`src/rtl/ad56x3_pkg.sv`:
```
// Shared frame constants, command/address codes and receiver state encoding
// for the AD56x3 serial frame receiver.
package ad56x3_pkg;

    localparam int unsigned FRAME_BITS = 24;

    typedef enum logic [2:0] {
        CMD_WR_UPD_ALL = 3'b010,
        CMD_WR_UPD_N   = 3'b011
    } cmd_t;

    typedef enum logic [2:0] {
        ADDR_A   = 3'b000,
        ADDR_B   = 3'b001,
        ADDR_ALL = 3'b111
    } addr_t;

    typedef enum logic [1:0] {
        S_IDLE,
        S_RECV,
        S_WAITHI,
        S_DECODE
    } state_t;

endpackage

```
`src/rtl/ad56x3_frame_rx_if.sv`:
```
// 3-wire DAC line bundle plus the recovered per-channel sample outputs.
interface ad56x3_frame_rx_if #(
    parameter int unsigned DATA_WIDTH = 14
);
    logic                  dacSync;
    logic                  dacSclk;
    logic                  dacDin;
    logic [DATA_WIDTH-1:0] dataA;
    logic [DATA_WIDTH-1:0] dataB;
    logic                  validA;
    logic                  validB;
    logic                  errFrame;
    logic                  errCmd;

    modport master (
        output dacSync, dacSclk, dacDin,
        input  dataA, dataB, validA, validB, errFrame, errCmd
    );

    modport slave (
        input  dacSync, dacSclk, dacDin,
        output dataA, dataB, validA, validB, errFrame, errCmd
    );
endinterface

```
`src/rtl/ad56x3_line_sync.sv`:
```
// 2-FF synchronizer for one asynchronous line plus a third stage for
// single-cycle rise/fall strobes.
module ad56x3_line_sync #(
    parameter logic RESET_VAL = 1'b0
) (
    input  logic clk,
    input  logic reset,
    input  logic d,
    output logic q,
    output logic rise,
    output logic fall
);
    logic       s1, s2, s3;
    logic [2:0] primed;

    // Edges are only reported once all three stages hold real line samples,
    // so the reset fill value can never fake an edge.
    always_ff @(posedge clk) begin
        if (!reset) begin
            s1     <= RESET_VAL;
            s2     <= RESET_VAL;
            s3     <= RESET_VAL;
            primed <= '0;
        end else begin
            s1     <= d;
            s2     <= s1;
            s3     <= s2;
            primed <= {primed[1:0], 1'b1};
        end
    end

    assign q    = s2;
    assign rise = primed[2] &  s2 & ~s3;
    assign fall = primed[2] & ~s2 &  s3;
endmodule

```
`src/rtl/ad56x3_frame_rx.sv`:
```
// AD56x3 3-wire frame receiver: oversamples sync/sclk/din, shifts 24-bit
// frames and decodes them into per-channel samples with valid/error pulses.
module ad56x3_frame_rx
    import ad56x3_pkg::*;
#(
    parameter int unsigned DATA_WIDTH = 14,
    parameter string       SIGN_A     = "UNSIGNED",
    parameter string       SIGN_B     = "UNSIGNED"
) (
    input  logic              clk,
    input  logic              reset,
    ad56x3_frame_rx_if.slave  bus
);
    localparam int unsigned      CNT_W    = $clog2(FRAME_BITS + 1);
    localparam logic [CNT_W-1:0] LAST_BIT = CNT_W'(FRAME_BITS - 1);
    localparam bit               SGN_A    = (SIGN_A == "SIGNED");
    localparam bit               SGN_B    = (SIGN_B == "SIGNED");

    logic syncLvl, syncRise, syncFall;
    logic sclkLvl, sclkRise, sclkFall;
    logic din, dinRise, dinFall;

    ad56x3_line_sync #(.RESET_VAL(1'b1)) u_sync (
        .clk(clk), .reset(reset), .d(bus.dacSync),
        .q(syncLvl), .rise(syncRise), .fall(syncFall)
    );
    ad56x3_line_sync #(.RESET_VAL(1'b0)) u_sclk (
        .clk(clk), .reset(reset), .d(bus.dacSclk),
        .q(sclkLvl), .rise(sclkRise), .fall(sclkFall)
    );
    ad56x3_line_sync #(.RESET_VAL(1'b0)) u_din (
        .clk(clk), .reset(reset), .d(bus.dacDin),
        .q(din), .rise(dinRise), .fall(dinFall)
    );

    state_t                state, stateNxt;
    logic [CNT_W-1:0]      bitCnt, bitCntNxt;
    logic [FRAME_BITS-1:0] shreg, shregNxt;
    logic                  aUpd, bUpd, errFNxt, errCNxt;
    logic                  cmdOk, addrOk;
    logic [2:0]            cmd, addr;
    logic [DATA_WIDTH-1:0] sample, sampA, sampB;
    logic                  unused;

    assign unused = ^{sclkLvl, sclkRise, dinRise, dinFall, shreg[FRAME_BITS-1]};

    assign cmd    = shreg[21:19];
    assign addr   = shreg[18:16];
    assign sample = shreg[15 -: DATA_WIDTH];
    assign cmdOk  = (cmd == CMD_WR_UPD_N) || (cmd == CMD_WR_UPD_ALL);
    assign addrOk = (addr == ADDR_A) || (addr == ADDR_B) || (addr == ADDR_ALL);

    // Offset binary back to two's complement is a flip of the sample MSB.
    assign sampA = SGN_A ? {~sample[DATA_WIDTH-1], sample[DATA_WIDTH-2:0]} : sample;
    assign sampB = SGN_B ? {~sample[DATA_WIDTH-1], sample[DATA_WIDTH-2:0]} : sample;

    always_comb begin
        stateNxt  = state;
        bitCntNxt = bitCnt;
        shregNxt  = shreg;
        aUpd      = 1'b0;
        bUpd      = 1'b0;
        errFNxt   = 1'b0;
        errCNxt   = 1'b0;
        case (state)
            S_IDLE: begin
                if (syncFall) begin
                    stateNxt  = S_RECV;
                    bitCntNxt = '0;
                    shregNxt  = '0;
                end
            end
            S_RECV: begin
                // A rise aborts the frame even when it coincides with the 24th edge.
                if (syncRise) begin
                    errFNxt  = 1'b1;
                    stateNxt = S_IDLE;
                end else if (sclkFall) begin
                    shregNxt  = {shreg[FRAME_BITS-2:0], din};
                    bitCntNxt = bitCnt + 1'b1;
                    if (bitCnt == LAST_BIT) stateNxt = S_DECODE;
                end
            end
            S_DECODE: begin
                if (cmdOk && addrOk) begin
                    aUpd = (addr == ADDR_A) || (addr == ADDR_ALL);
                    bUpd = (addr == ADDR_B) || (addr == ADDR_ALL);
                end else begin
                    errCNxt = 1'b1;
                end
                stateNxt = syncLvl ? S_IDLE : S_WAITHI;
            end
            S_WAITHI: begin
                if (syncRise) stateNxt = S_IDLE;
            end
            default: stateNxt = S_IDLE;
        endcase
    end

    always_ff @(posedge clk) begin
        if (!reset) begin
            state        <= S_IDLE;
            bitCnt       <= '0;
            shreg        <= '0;
            bus.dataA    <= '0;
            bus.dataB    <= '0;
            bus.validA   <= 1'b0;
            bus.validB   <= 1'b0;
            bus.errFrame <= 1'b0;
            bus.errCmd   <= 1'b0;
        end else begin
            state        <= stateNxt;
            bitCnt       <= bitCntNxt;
            shreg        <= shregNxt;
            if (aUpd) bus.dataA <= sampA;
            if (bUpd) bus.dataB <= sampB;
            bus.validA   <= aUpd;
            bus.validB   <= bUpd;
            bus.errFrame <= errFNxt;
            bus.errCmd   <= errCNxt;
        end
    end
endmodule

```
`src/flat_wrapper.sv`:
```
// flat-port wrapper written by rule: the top's interface ports become plain ports
module ad56x3_frame_rx_flat import ad56x3_pkg::*;
#(
    parameter int unsigned DATA_WIDTH = 14,
    parameter string       SIGN_A     = "        ",
    parameter string       SIGN_B     = "        "
)
  (clk, reset, bus_dacSync, bus_dacSclk, bus_dacDin, bus_dataA, bus_dataB, bus_validA, bus_validB, bus_errFrame, bus_errCmd);
  ad56x3_frame_rx_if #(.DATA_WIDTH(DATA_WIDTH)) bus_i ();
  input  logic clk;
  input  logic reset;
  input wire logic [$bits(bus_i.dacSync)-1:0] bus_dacSync;
  input wire logic [$bits(bus_i.dacSclk)-1:0] bus_dacSclk;
  input wire logic [$bits(bus_i.dacDin)-1:0] bus_dacDin;
  output wire logic [$bits(bus_i.dataA)-1:0] bus_dataA;
  output wire logic [$bits(bus_i.dataB)-1:0] bus_dataB;
  output wire logic [$bits(bus_i.validA)-1:0] bus_validA;
  output wire logic [$bits(bus_i.validB)-1:0] bus_validB;
  output wire logic [$bits(bus_i.errFrame)-1:0] bus_errFrame;
  output wire logic [$bits(bus_i.errCmd)-1:0] bus_errCmd;
  assign bus_i.dacSync = bus_dacSync;
  assign bus_i.dacSclk = bus_dacSclk;
  assign bus_i.dacDin = bus_dacDin;
  assign bus_dataA = bus_i.dataA;
  assign bus_dataB = bus_i.dataB;
  assign bus_validA = bus_i.validA;
  assign bus_validB = bus_i.validB;
  assign bus_errFrame = bus_i.errFrame;
  assign bus_errCmd = bus_i.errCmd;
  ad56x3_frame_rx #(.DATA_WIDTH(DATA_WIDTH), .SIGN_A(SIGN_A), .SIGN_B(SIGN_B)) u_core (.clk(clk), .reset(reset), .bus(bus_i));
endmodule
```
`config.mk`:
```
export PLATFORM = sky130hd
export DESIGN_NAME = ad56x3_frame_rx_flat
export DESIGN_NICKNAME = d
export VERILOG_FILES = /design/src/rtl/ad56x3_pkg.sv /design/src/rtl/ad56x3_frame_rx_if.sv /design/src/rtl/ad56x3_line_sync.sv /design/src/rtl/ad56x3_frame_rx.sv /design/src/flat_wrapper.sv
export SDC_FILE = /design/constraint.sdc
export NUM_CORES = 1
export LEC_CHECK = 0
export ABC_AREA = 1
export CAP_MARGIN = 15
export CORE_MARGIN = 2
export CORE_UTILIZATION = 58
export CTS_CLUSTER_SIZE = 12
export DETAILED_ROUTE_END_ITERATION = 8
export HOLD_SLACK_MARGIN = 0.02
export PLACE_DENSITY = 0.83
export SLEW_MARGIN = 20
export SYNTH_ARGS = -nofsm -noshare
export SYNTH_HDL_FRONTEND = slang
export SYNTH_SLANG_ARGS = --single-unit
```
`constraint.sdc`:
```
create_clock -name clk -period 2.8 [get_ports clk]
set_clock_uncertainty 0.15 [all_clocks]
set_input_delay 0.56 -clock clk [delete_from_list [all_inputs] [get_ports clk]]
set_output_delay 0.56 -clock clk [all_outputs]
set_load 0.05 [all_outputs]
```
# Word level (Yosys, flattened, before mapping)
# Cells that the tools add are included.
word_totals:
  register_bits: 75
  input_bits: 5
  out_inout_bits: 32
  elab_cells: 81
classes:
  addsub: 1
  eq_ne: 14
  mux: 23
  bitwise_logic: 9
  n_reduce_logical: 13
op_table:
  columns: ["operator", "count"]
  rows:
  - ["two-way mux 22 bit", 3]
  - ["case mux 22 bit (2 select lines)", 1]
  - ["two-way mux 5 bit", 3]
  - ["two-way mux 2 bit", 6]
  - ["case mux 5 bit (2 select lines)", 1]
  - ["two-way mux 1 bit", 8]
  - ["case mux 2 bit (4 select lines)", 1]
  - ["AND reduction 4 bit", 2]
  - ["bitwise AND 1 bit", 6]
  - ["== test 3 x 2 -> 1 bit, second input constant", 2]
  - ["!= test 2 x 1 -> 1 bit, second input constant", 3]
  - ["!= test 3 x 1 -> 1 bit, second input constant", 2]
  - ["adder 5 x 1 -> 5 bit, second input constant", 1]
  - ["== test 5 bit, second input constant", 1]
  - ["logical OR 1 bit", 5]
  - ["== test 2 bit, second input constant", 2]
  - ["AND reduction 2 bit", 2]
  - ["== test 3 x 1 -> 1 bit, second input constant", 1]
  - ["== test 3 bit, second input constant", 1]
  - ["zero test 3 bit", 1]
  - ["NOT 1 bit", 3]
  - ["== test 2 x 1 -> 1 bit, second input constant", 1]
  - ["zero test 2 bit", 1]
  - ["!= test 2 bit, second input constant", 1]
  - ["2 further kinds", 2]

# Logic depth before layout (Yosys ltp)
# Gate-level depths: netlist (run 1).
depth:
  word_depth: 6
  mapped_depth: 10
  depth_no_buf: 9

# Modules after synthesis
# From an unflattened synthesis (run 1), not the netlist that was laid out.
unflattened:
  hier_cells: 371
  area_unflattened_um2: 2929.1
by_module_without_submodules:
  columns: ["mod", "n_inst", "cells_each", "area_per_inst_um2", "seq_area_each_um2"]
  rows:
  - ["ad56x3_frame_rx", 1, 311, 2411.1, 1221.2]
  - ["ad56x3_line_sync", 3, 20, 172.7, 120.1]

# Worst setup path after synthesis (run 1)
# Ideal clock, no wire load.
synth_timing:
  kind: "input to register"
  from: "in reset"
  to: "reg u_core.bus.dataA[1]"
  setup_ns: 0.065
  arrival_time_ns: 1.229
  required_ns: 2.585
  path_slack_ns: 1.356
  stages: 4
  path_buffers: 2
  cell_sequence: "clkbuf_1 -> clkbuf_1 -> o21ai_0 -> nor2_1"
synth_rtl:
  columns: ["element", "line_no", "rtl"]
  rows:
  - ["start: declaration", "flat_wrapper.sv:11", "input logic reset;"]
  - ["end signal: assignment", "ad56x3_frame_rx.sv:115", "if (aUpd) bus.dataA <= sampA;"]
  - ["end: declaration", "ad56x3_frame_rx_if.sv:22", "output dataA, dataB, validA, validB, errFrame, errCmd"]

# Final worst setup path (run 1)
layout_timing:
  from: "reg u_core.bus.dataA[13]"
  to: "out bus_dataA[13]"
layout_rtl:
  columns: ["element", "line_no", "rtl"]
  rows:
  - ["end: declaration", "flat_wrapper.sv:15", "output wire logic [$bits(bus_i.dataA)-1:0] bus_dataA;"]
# No word-level cell between the ends.

==> results by group, run 1 <==
Detailed routing
  • Vias per cell: 4.96
  • Via Count: approximately 2.5k
  • Detailed Routing Iterations Pass 1: 5
  • Antenna Nets Post-Route: 0
  • Residual DRC: 0
  • First DRT Iteration DRCs: 233
  • WL/cell: roughly 11 um
  • Drt total wl: between 5000 and 6000 um

Cells and area
  • Final core occ: a little under three quarters
  • Layout cells sized above 1: roughly 8.8%
  • Fin nets: around 430
  • Synthesis-to-layout area growth: 18.4%
  • # fillers: 390
  • Antenna diode count: 0

Timing
  • Final hold vios: 0
  • Final setup vio count: 0
  • Min cycle time layout: ~2200 ps
  • Tightest Pin Transition: roughly 540 ps
  • Fmax: 449 MHz
  • Final Hold Slack: roughly 260 ps
  • Max-slew violations: 0
  • Slew HR: between 60% and 70%
  • RSZ-0062 raised after global routing: no
  • Fin crit share: slightly below 80%
  • Final setup TNS: 0 ps
  • Setup WS post-layout: about 570 ps

Logic synthesis
  • Most common cell in the netlist: nor2_1
  • Compound-gate portion of the synthesized area: under 10%
  • Number of synthesized flops with an enable pin: 0
  • Gate Count Post-Synth: slightly below 400
  • Netlist cell types: 30
  • Simple-Gate Fraction of Synth Area: 35.2%
  • Largest family of logic cells by synthesized area: simple AND/OR/NAND/NOR gates
  • Post-synth top flop: dfxtp_1
  • Top-area cell type share of the netlist area: roughly half
  • Syn Nets: 403
  • Mux contribution to synthesized area: 0%
  • Sequential area share after synthesis: 49.6%
  • Synth Warn #: 0
  • Largest cells by area after synthesis: dfxtp_1 50%, nor2_1 13%, nand2_1 13%
  • Post-synth top area cell: dfxtp_1
  • Synth cell count leaders: 103 x nor2_1, 101 x nand2_1, 72 x dfxtp_1
  • XOR/XNOR Fraction of Synth Area: 0%
  • Async set-reset flop share out of synthesis: 0%
  • Synth Register Bits: a little over 70
  • Netlist Area Pre-Place: between 2000 and 3000 um2
  • Synthesized area per cell: between 7 and 8 um2
  • Adder-cell area share of the yosys netlist: less than 1%

Worst setup path
  • Worst path arrival time: 1520 ps
  • Cell-by-cell trace of the critical path: clkdlybuf4s50_1
  • Delay-heaviest family, CP: buffers and inverters
  • Worst endpoint required time: between 2000 and 2500 ps
  • Worst setup EP type: output port
  • CP max-delay cell: clkdlybuf4s50_1
  • Worst-path maximum fanout: 2
  • Critical path startpoint category: flop
  • Worst path bufs/invs: 1
  • Critical path type: reg2out
  • Slowest stage delay, CP: 810 ps

Pwr
  • Leakage: ~1.4 nW
  • Total power: roughly 3.3 mW
  • Max VDD drop: 0.640 mV
  • PD cells: roughly 970 nW/um2

Global route
  • First-pass GRT wire length: ~9700 um
  • Initial antenna violation count: 0
  • Vias in the first global route: ~2.2k
  • Gr usage total: 23.1%
  • Largest net degree at the start of global routing: 45
  • Overflow left after global routing: 0

Placement
  • Placement Setup Slack: between 800 and 900 ps
  • Routability congestion estimate: between 0.8 and 0.9
  • Number of buffers added on ports: 36
  • Post-DP HPWL: approximately 3800 um

Clock network
  • Clock slew at reported path FFs: 70 ps
  • CTS tree: built
  • Post-CTS Resized: 0
  • CTS Sinks: slightly above 70
  • Root buf cell: clkbuf_8
  • Clk buf depth: 2
  • Total CTS buffers: 9
  • CTS Hold Buffers Added: 0
  • Total setup buffers inserted after CTS: 0
  • Clock Latency Late Sink: approximately 350 ps
  • H-tree levels: 3

Flow run
  • Max-cap violations: 0

Floorplan
  • Initial Util: ~61%
  • IO Count: 37
  • Die area: between 5000 and 6000 um2
  • Row cnt: 25
  • Die W: 74.8 um
  • Core Area: 4790 um2
  • Chip Height: 74.8 um

Status
  • Status: finished, final reports clean

Hold path
  • Worst hold-check path type: reg2reg
## stage by stage
step | cell area, um2 | instances
finish | 3440 | 498
global route | 3440 | 498
CTS | 3440 | 498
detailed placement | 3230 | 482
global placement | 3230 | 482
floorplan | 2910 | 397
## power by group
group / switching (mW) / leakage [nW] / internal, mW / total [mW]
Sequential: 0.238 / 0.585 / 1.23 / 1.47
Combinational: 0.686 / 0.754 / 0.351 / 1.04
Clock: 0.389 / 0.0989 / 0.438 / 0.827
Total: 1.31 / 1.44 / 2.02 / 3.33
## routing by layer
layer	part of all wire [%]	routed length [um]	GRT usage (%)	vias up
met5	0	0	0	-
met4	1.9	109	10.3	0
met1	49	2810	31.8	1110
met2	43	2470	34.5	61
li1	-	-	-	1291
met3	5.4	309	5.62	9
## state kept, by name (all words and copies together), names as in the netlist
register / flops
u_core.shreg: 22
u_core.bus.dataA: 14
u_core.bus.dataB: 14
u_core.bitCnt: 5
u_core.state: 2
u_core.u_sclk.primed: 2
u_core.bus.errCmd: 1
u_core.bus.errFrame: 1
u_core.bus.validA: 1
u_core.bus.validB: 1
u_core.u_din.q: 1
u_core.u_din.s1: 1
u_core.u_sclk.q: 1
u_core.u_sclk.s1: 1
u_core.u_sclk.s3: 1
u_core.u_sync.primed: 1
u_core.u_sync.q: 1
u_core.u_sync.s1: 1
u_core.u_sync.s3: 1
## cell usage in the layout, fill, tap and decap left out, types with 2 or more instances in the layout
| cell | instances |
|---|---|
| or2_2 | 2 |
| nand3_1 | 10 |
| nor2_2 | 3 |
| o21ai_0 | 10 |
| o21ai_1 | 21 |
| nor3_1 | 16 |
| clkinv_4 | 2 |
| nand2_1 | 101 |
| clkinvlp_4 | 2 |
| a21oi_1 | 5 |
| inv_1 | 16 |
| inv_2 | 5 |
| nand2_2 | 2 |
| nor2_1 | 103 |
| nand2_4 | 2 |
| clkdlybuf4s50_1 | 35 |
| clkbuf_8 | 10 |
| dfxtp_1 | 72 |
## logic make-up after synthesis
logic type      Yosys count
compound gates           38
fa+ha+maj                 1
buf+inv                  42
flops                    72
simple gates            244
## cell type report
cell class	count	area [um2]	share of cell area, %
flip-flops and latches	72	1440	41.9
multi-input cells	283	1240	36.0
repair buffers	38	383	11.1
clock buffers	10	138	4.00
inverters	22	87.6	2.55
well taps	67	83.8	2.44
clock inverters	6	67.6	1.96
## path summary, 6_finish.rpt
check,startpoint,to,slack [ps],cells past startpoint
min reg2reg,u_core.u_sync.s1,u_core.u_sync.q,260,1
max,u_core.bus.dataA[13],bus_dataA[13],570,1
max reg2reg,u_core.state[1],u_core.bitCnt[2],830,9
min,u_core.u_sync.s1,u_core.u_sync.q,260,1
(Power assumes the default switching activity.)
==> run 2: changes to the inputs <==
CORE_UTILIZATION = 49   (was 58)
PLACE_DENSITY = 0.75   (was 0.83)
clock period = 1.95 ns   (was 2.8 ns; I/O delays follow)
==> run 2 against run 1 <==
  * First-iteration DRC count down 32%
  * Routed wire length grew 0.72%
  * Setup slack worse by 330 ps
  * Core utilization fell by 13 points
  * Via count fell by 0.45%
  * Final cell count increased by 2.2%
  * Worst hold slack got worse by 2.3 ps
  * Total power up 44%
  * Clock power rose by 41%
  * Critical path depth is 9 higher
  * Die area increased by 17%
  * Global-route usage shrank 4.4 points
==> results by group, run 2 (same netlist as run 1, synthesis figures left out) <==
Timing
  • Fin crit share: 87.4%
  • Tightest Pin Transition: between 500 and 600 ps
  • Final setup TNS: 0 ps
  • Final setup vio count: 0
  • Max-slew violations: 0
  • Min cycle time layout: approximately 1700 ps
  • RSZ-0062 raised after global routing: no
  • Fmax: 587 MHz
  • Slew HR: approximately 66%
  • Final Hold Slack: ~260 ps
  • Final hold vios: 0

Detailed routing
  • Vias per cell: around 4.8
  • Drt total wl: about 5700 um
  • WL/cell: 11.3 um
  • First DRT Iteration DRCs: about 160
  • Residual DRC: 0
  • Detailed Routing Iterations Pass 1: 4
  • Antenna Nets Post-Route: 0
  • Via Count: ~2.5k

Worst setup path
  • Worst path depth: 10
  • Worst setup EP type: flop
  • CP startpoint: u_core.state[1]
  • Worst Reg-to-Reg Cells: 10
  • Crit path to: u_core.shreg[19]
  • Worst path arrival time: around 1800 ps
  • Worst path bufs/invs: 3
  • CP max-delay cell: dfxtp_1
  • Worst endpoint required time: 2040 ps
  • Most frequent cell on the critical path: nand2_1
  • Reg2Reg Setup Slack: ~250 ps
  • Slowest stage delay, CP: ~410 ps
  • Delay-heaviest family, CP: simple AND/OR/NAND/NOR gates
  • R2r endpoint: u_core.shreg[19]
  • Cell-by-cell trace of the critical path: inv_2 -> nand2_4 -> inv_2 -> nand2_1 -> nand2_1 -> nor2_4 -> buf_12 -> nand2_1 -> nand2_1 -> nor2_1
  • RR Startpoint: u_core.state[1]
  • Critical path type: reg2reg
  • Critical path startpoint category: flop
  • Worst-path maximum fanout: 36

Clock network
  • Total setup buffers inserted after CTS: 0
  • Clock slew at reported path FFs: roughly 70 ps
  • CTS tree: built
  • Root buf cell: clkbuf_8
  • CTS Sinks: 72
  • CTS Hold Buffers Added: 0
  • Total CTS buffers: 9
  • H-tree levels: 3
  • Clk buf depth: 2
  • Clock Latency Late Sink: roughly 340 ps
  • Post-CTS Resized: 0

Cells and area
  • Most frequent cells in the layout: 103 x nor2_1, 101 x nand2_1, 72 x dfxtp_1, 35 x buf_4, 21 x o21ai_1
  • # fillers: about 580
  • Largest regs: u_core.shreg x22, u_core.bus.dataA x14, u_core.bus.dataB x14
  • Fin nets: 435
  • Most flops, register: u_core.shreg
  • Most common cell after layout, fill and taps aside: nor2_1
  • Layout cells sized above 1: roughly 17%
  • Design area: 3400 um2
  • Number of flip-flops in the largest register: 22
  • Synthesis-to-layout area growth: 16.9%
  • Antenna diode count: 0

Status
  • Status: finished, final reports clean

Global route
  • Met2 usage in global routing: between 20% and 30%
  • First-pass GRT wire length: between 9000 and 10,000 um
  • Initial antenna violation count: 0
  • Largest net degree at the start of global routing: 64
  • GR peak layer: met1
  • Global routing usage on met1: between 20% and 30%
  • Overflow left after global routing: 0
  • Vias in the first global route: 1,995
  • M3 GR Usage: approximately 4.0%
  • Gr usage total: between 10% and 20%

Floorplan
  • Die W: between 80 and 90 um
  • Die area: approximately 6600 um2
  • Core Area: between 5000 and 6000 um2
  • Initial Util: about half
  • Row cnt: 28
  • IO Count: 37
  • Chip Height: between 80 and 90 um

Pwr
  • PD cells: ~1400 nW/um2
  • Leakage: 1.52 nW
  • Max VDD drop: 0.741 mV

Hold path
  • Worst hold-check path type: in2reg
  • Worst hold path startpoint: reset

Placement
  • Post-DP HPWL: between 3000 and 4000 um
  • Routability congestion estimate: between 0.8 and 0.9
  • Placed cell area: ~3200 um2
  • Number of buffers added on ports: 36

Flow run
  • Max-cap violations: 0
-- run 2: cell types whose count changed in the layout (fill, tap and decap cells not counted), sizes merged --
cell           before  now
buf                 3   38
clkinvlp            2    1
clkbuf             10   11
clkinv              3    4
clkdlybuf4s50      35    3
inv                22   21
-- run 2: cell type report --
type | count | area (um2) | area share, %
Sequential cell | 72 | 1440 | 42.4
Multi-Input combinational cell | 283 | 1240 | 36.5
Timing Repair Buffer | 41 | 338 | 9.94
Clock buffer | 11 | 141 | 4.16
Tap cell | 75 | 93.8 | 2.76
Inverter | 22 | 87.6 | 2.58
Clock inverter | 5 | 56.3 | 1.66
-- run 2: where the power goes --
part,internal (mW),switching (mW),total (mW)
registers,1.77,0.332,2.10
logic,0.547,0.988,1.53
clock network,0.624,0.545,1.17
total,2.94,1.86,4.80
-- run 2: how the worst min path moves through the flow --
stage                                         end  slack (ps)  depth (start not counted)
after CTS                     u_core.bus.errFrame         260                          3
after detailed placement          u_core.u_sync.q         250                          1
after floorplan                    u_core.u_din.q         240                          2
after global routing               u_core.u_din.q         280                          2
after global placement    u_core.u_sclk.primed[1]         240                          2
final                         u_core.bus.errFrame         260                          3
-- run 2: metal layers --
| metal | share of wire, % | wire, um |
|---|---|---|
| met2 | 42 | 2410 |
| met5 | 0 | 0 |
| met1 | 51 | 2930 |
| met4 | 1.9 | 109 |
| met3 | 5.2 | 296 |
-- run 2: worst register-to-register path: cells and delay by family (launching register included) --
family        cells  cell delay, ps
flops             1             410
buf+inv           3             380
simple gates      7             670
-- run 2: through the flow --
| stage | setup WS (ps) | utilization, % | power [mW] | cells |
|---|---|---|---|---|
| after floorplan | 519 | - | 3.38 | 397 |
| after global placement | 266 | 55.0 | 3.60 | 493 |
| after detailed placement | 256 | 55.0 | 3.65 | 493 |
| after CTS | 248 | 58.4 | 4.82 | 509 |
| after global routing | 106 | 58.4 | 5.15 | 509 |
| final | 247 | 58.4 | 4.80 | 509 |
==> run 3: changes to the inputs <==
REMOVE_ABC_BUFFERS = 1   (was unset)
==> run 3 against run 2 <==
  * Worst hold slack worse by 22 ps
  * Cell area is 0.29% higher
  * First-iteration DRC count is 14% lower
  * Total power is 1.0% higher
  * Sequential share of layout area is 0.12 points lower
  * Die area stayed put
  * Count of clock-buffer cells in the layout stayed put
  * Global-route usage is 1.4 points higher
  * Setup slack worse by 51 ps
  * Largest cell class unchanged
==> results by group, run 3 (same netlist as run 1, synthesis figures left out) <==
Clock network
  • CTS Hold Buffers Added: 0
  • Total CTS buffers: 9
  • CTS Sinks: 72
  • Clk buf depth: 2
  • Post-CTS Resized: 0
  • CTS tree: built
  • H-tree levels: 3
  • Total setup buffers inserted after CTS: 0
  • Clock slew at reported path FFs: about 70 ps
  • Root buf cell: clkbuf_8
  • Clock Latency Late Sink: between 300 and 400 ps

Worst setup path
  • Worst setup EP type: flop
  • RR Startpoint: u_core.shreg[18]
  • Delay-heaviest family, CP: simple AND/OR/NAND/NOR gates
  • Slowest stage delay, CP: roughly 480 ps
  • Worst-path maximum fanout: 20
  • R2r endpoint: u_core.bus.dataB[0]
  • Reg2Reg Setup Slack: 200 ps
  • Worst path arrival time: approximately 1900 ps
  • Worst path bufs/invs: 1
  • Worst Reg-to-Reg Cells: 7
  • Critical path startpoint category: flop
  • CP max-delay cell: dfxtp_1
  • Worst endpoint required time: between 2000 and 2500 ps
  • Critical path type: reg2reg
  • Cell-by-cell trace of the critical path: nor2_2 -> nor2_2 -> nand2_2 -> nor3_4 -> buf_4 -> nor2_1 -> nor2_1

Pwr
  • Leakage: roughly 1.5 nW
  • Max VDD drop: between 0.7 and 0.8 mV
  • Total power: 4.85 mW
  • PD cells: about 1400 nW/um2

Global route
  • Overflow left after global routing: 0
  • Largest net degree at the start of global routing: 51
  • Initial antenna violation count: 0
  • Gr usage total: between 20% and 30%
  • First-pass GRT wire length: ~10,000 um
  • Vias in the first global route: around 2.2k

Cells and area
  • Largest regs: u_core.shreg x22, u_core.bus.dataA x14, u_core.bus.dataB x14
  • Synthesis-to-layout area growth: 17.3%
  • Most common cell after layout, fill and taps aside: nor2_1
  • Fin nets: 436
  • Most flops, register: u_core.shreg
  • Most frequent cells in the layout: 103 x nor2_1, 101 x nand2_1, 72 x dfxtp_1, 37 x buf_4, 21 x o21ai_1
  • # fillers: 561
  • Number of flip-flops in the largest register: 22
  • Layout cells sized above 1: roughly 17%
  • Antenna diode count: 0
  • Final core occ: around three fifths
  • Design area: between 3000 and 4000 um2

Timing
  • Min cycle time layout: about 1800 ps
  • Final Hold Slack: roughly 240 ps
  • Fmax: roughly 570 MHz
  • Fin crit share: about nine tenths
  • Slew HR: 64.4%
  • Final setup TNS: 0 ps
  • Final setup vio count: 0
  • Final hold vios: 0
  • Tightest Pin Transition: around 530 ps
  • Max-slew violations: 0
  • RSZ-0062 raised after global routing: no

Floorplan
  • Core Area: 5820 um2
  • Chip Height: 81 um
  • Die W: 81 um
  • IO Count: 37
  • Die area: around 6600 um2
  • Row cnt: 28
  • Initial Util: between 40% and 50%

Detailed routing
  • First DRT Iteration DRCs: 136
  • Detailed Routing Iterations Pass 1: 4
  • Drt total wl: ~6000 um
  • Vias per cell: between 4 and 5
  • Via Count: 2,492
  • WL/cell: ~11 um
  • Antenna Nets Post-Route: 0
  • Residual DRC: 0

Placement
  • Placed cell area: approximately 3200 um2
  • Routability congestion estimate: approximately 0.75
  • Post-DP HPWL: around 3800 um
  • Number of buffers added on ports: 36

Hold path
  • Worst hold-check path type: in2reg
  • Hold-critical path depth: 3
  • Hold endpoint: u_core.bus.errFrame
  • Worst hold path startpoint: reset

Flow run
  • Max-cap violations: 0

Status
  • Status: finished, final reports clean
[run 3: cell count changes in the layout (fill, tap and decap cells not counted), sizes merged]
cell	change
buf	+1
bufinv	+1
clkinv	-1
[run 3: final cells by class]
| class | count | area [um2] | share of cell area, % |
|---|---|---|---|
| inverters | 22 | 87.6 | 2.57 |
| well taps | 75 | 93.8 | 2.75 |
| clock inverters | 5 | 81.3 | 2.39 |
| multi-input cells | 283 | 1240 | 36.4 |
| flip-flops and latches | 72 | 1440 | 42.3 |
| clock buffers | 11 | 131 | 3.86 |
| repair buffers | 42 | 333 | 9.77 |
[run 3: worst max-delay path by stage]
stage / from / end / slack (ps) / cells past startpoint
after floorplan: u_core.state[1] / u_core.bitCnt[1] / 80 / 9
after global placement: u_core.shreg[18] / u_core.bus.dataB[3] / 310 / 7
after detailed placement: u_core.shreg[18] / u_core.bus.dataB[0] / 200 / 7
after CTS: u_core.shreg[18] / u_core.bus.dataB[0] / 180 / 7
after global routing: u_core.shreg[17] / u_core.bus.dataB[1] / 30 / 8
final: u_core.shreg[18] / u_core.bus.dataB[0] / 200 / 7
[run 3: where the power goes]
group          switching [mW]  internal [mW]  leakage [nW]
combinational            1.00          0.512         0.841
clock                   0.548          0.721         0.104
sequential              0.302           1.77         0.585
[run 3: stage by stage]
step                setup slack, ps  instances
floorplan                      80.0        377
global placement                309        494
detailed placement              199        494
CTS                             180        510
global route                   25.7        510
finish                          196        510
[run 3: per-layer routing]
metal / vias to the layer above / track usage (%) / part of all wire [%]
met5: - / 0 / 0
met3: 10 / 3.67 / 3.9
met4: 0 / 9.66 / 1.8
met2: 46 / 33.2 / 48
met1: 1135 / 25.3 / 46
li1: 1301 / - / -
[run 3: worst reg2reg max path: stages (launching register included)]
cell	delay (ps)
dfxtp_1	480
nor2_2	80
nor2_2	100
nand2_2	300
nor3_4	250
buf_4	190
nor2_1	50
nor2_1	100
==> RTL change: new RTL, settings of run 3 <==
Re-encode `state_t` (4 states) as Gray code, 2 bits wide.
--- a/src/rtl/ad56x3_pkg.sv
+++ b/src/rtl/ad56x3_pkg.sv
@@ -18,6 +18,6 @@
     typedef enum logic [1:0] {
-        S_IDLE,
-        S_RECV,
-        S_WAITHI,
-        S_DECODE
+        S_IDLE   = 2'b00,
+        S_RECV   = 2'b01,
+        S_WAITHI = 2'b11,
+        S_DECODE = 2'b10
     } state_t;
Check against the original RTL: same outputs for any inputs over 10 cycles, from zero or initial values and one cycle with reset low; not proved beyond that.
==> RTL change against run 3 <==
Core utilization increased by 1.6 points. Final area decreased by 3.9%. Area after synthesis decreased by 5.6%. Via count decreased by 6.5%. Setup slack improved by 47 ps. Largest cell class unchanged. Routed wire length decreased by 6.8%. Critical path depth increased by 1. Sequential cell count unchanged. Global-route usage decreased by 1.9 points. Non-clock buffer count increased by 1.
Power is not compared: it rests on default switching activity, and its combinational part moved more than twofold at a synthesized area within 25%.
==> RTL change: results (changes against run 3) <==
status completed (unchanged); share of layout cells above drive strength 1 18.56% (was 16.55%); hold path endpoint u_core.u_sclk.primed[2] (was u_core.bus.errFrame); FFs & Latches 72 (unchanged); Multi-input gate area 1070 um2 (was 1239 um2); nets 389 (was 436); routed wire length 5442 um (was 5841 um); Post-Syn Instances 349 (was 397); Total Power 2.824 mW; ClkCell Share 6.458% (was 6.243%); hold depth 2 (was 3); comb_multi_in 230 (was 283); initial drt markers 128 (was 136); Inverters 27 (was 22); min-delay worst type reg -> reg (was in -> reg); final RePlAce weighted congestion 0.7421 (was 0.7465); Critical Path Sink u_core.bus.dataB[10] (was u_core.bus.dataB[0]); CP Max Fanout 16 (was 20); Critical R2R Launch u_core.state[1] (was u_core.shreg[18]); Fillers 495 (was 561); clock buf count 10 (was 11); largest net degree at the start of global routing 41 (was 51); reg-to-reg setup timing slack 240 ps (was 200 ps); Netlist cell types 24 (was 30); dpl hpwl 3456 um (was 3767 um); sequential fraction of the synthesis area 52.55% (was 49.61%); Synth area leaders dfxtp_1 53%, nor2_1 9.9%, o21ai_0 6.9%, nand3_1 5.7%, a21oi_1 5.3% (was dfxtp_1 50%, nor2_1 13%, nand2_1 13%, o21ai_1 3.6%, nor3_1 2.8%); Signal buf overhead 10.93% (was 9.769%); worst reg-to-reg path cell count 8 (was 7); placed cells 444 (was 494); Hold Startpoint u_core.u_sclk.primed[1] (was reset); CP arrival 1840 ps (was 1880 ps)
RTL change: cell count changes after synthesis, moves of 3 or more:
cell      change
buf_6         +3
nand2_1      -77
a21oi_1      +24
o21ai_1       -5
nand3_1      +21
nor3_1       -14
inv_1         +6
clkbuf_1      +3
nor2_1       -31
o21ai_0      +28
nand2_2       +3
RTL change: cell families after synthesis:
logic type               Yosys count  synth area share [%]
AND/OR/NAND/NOR                  146                 23.40
AO/OA/AOI/OAI                     83                 15.15
flip-flops                        72                 52.55
buffers and inverters             47                 8.440
adder cells (fa/ha/maj)            1                0.4561
RTL change: layer usage:
| layer | share of wire (%) | global-route usage [%] | wire length (um) |
|---|---|---|---|
| met1 | 45 | 21.50 | 2460 |
| met2 | 49 | 31.11 | 2644 |
| met3 | 4.0 | 3.295 | 218 |
| met4 | 2.2 | 10.34 | 118 |
| met5 | 0 | 0 | 0 |
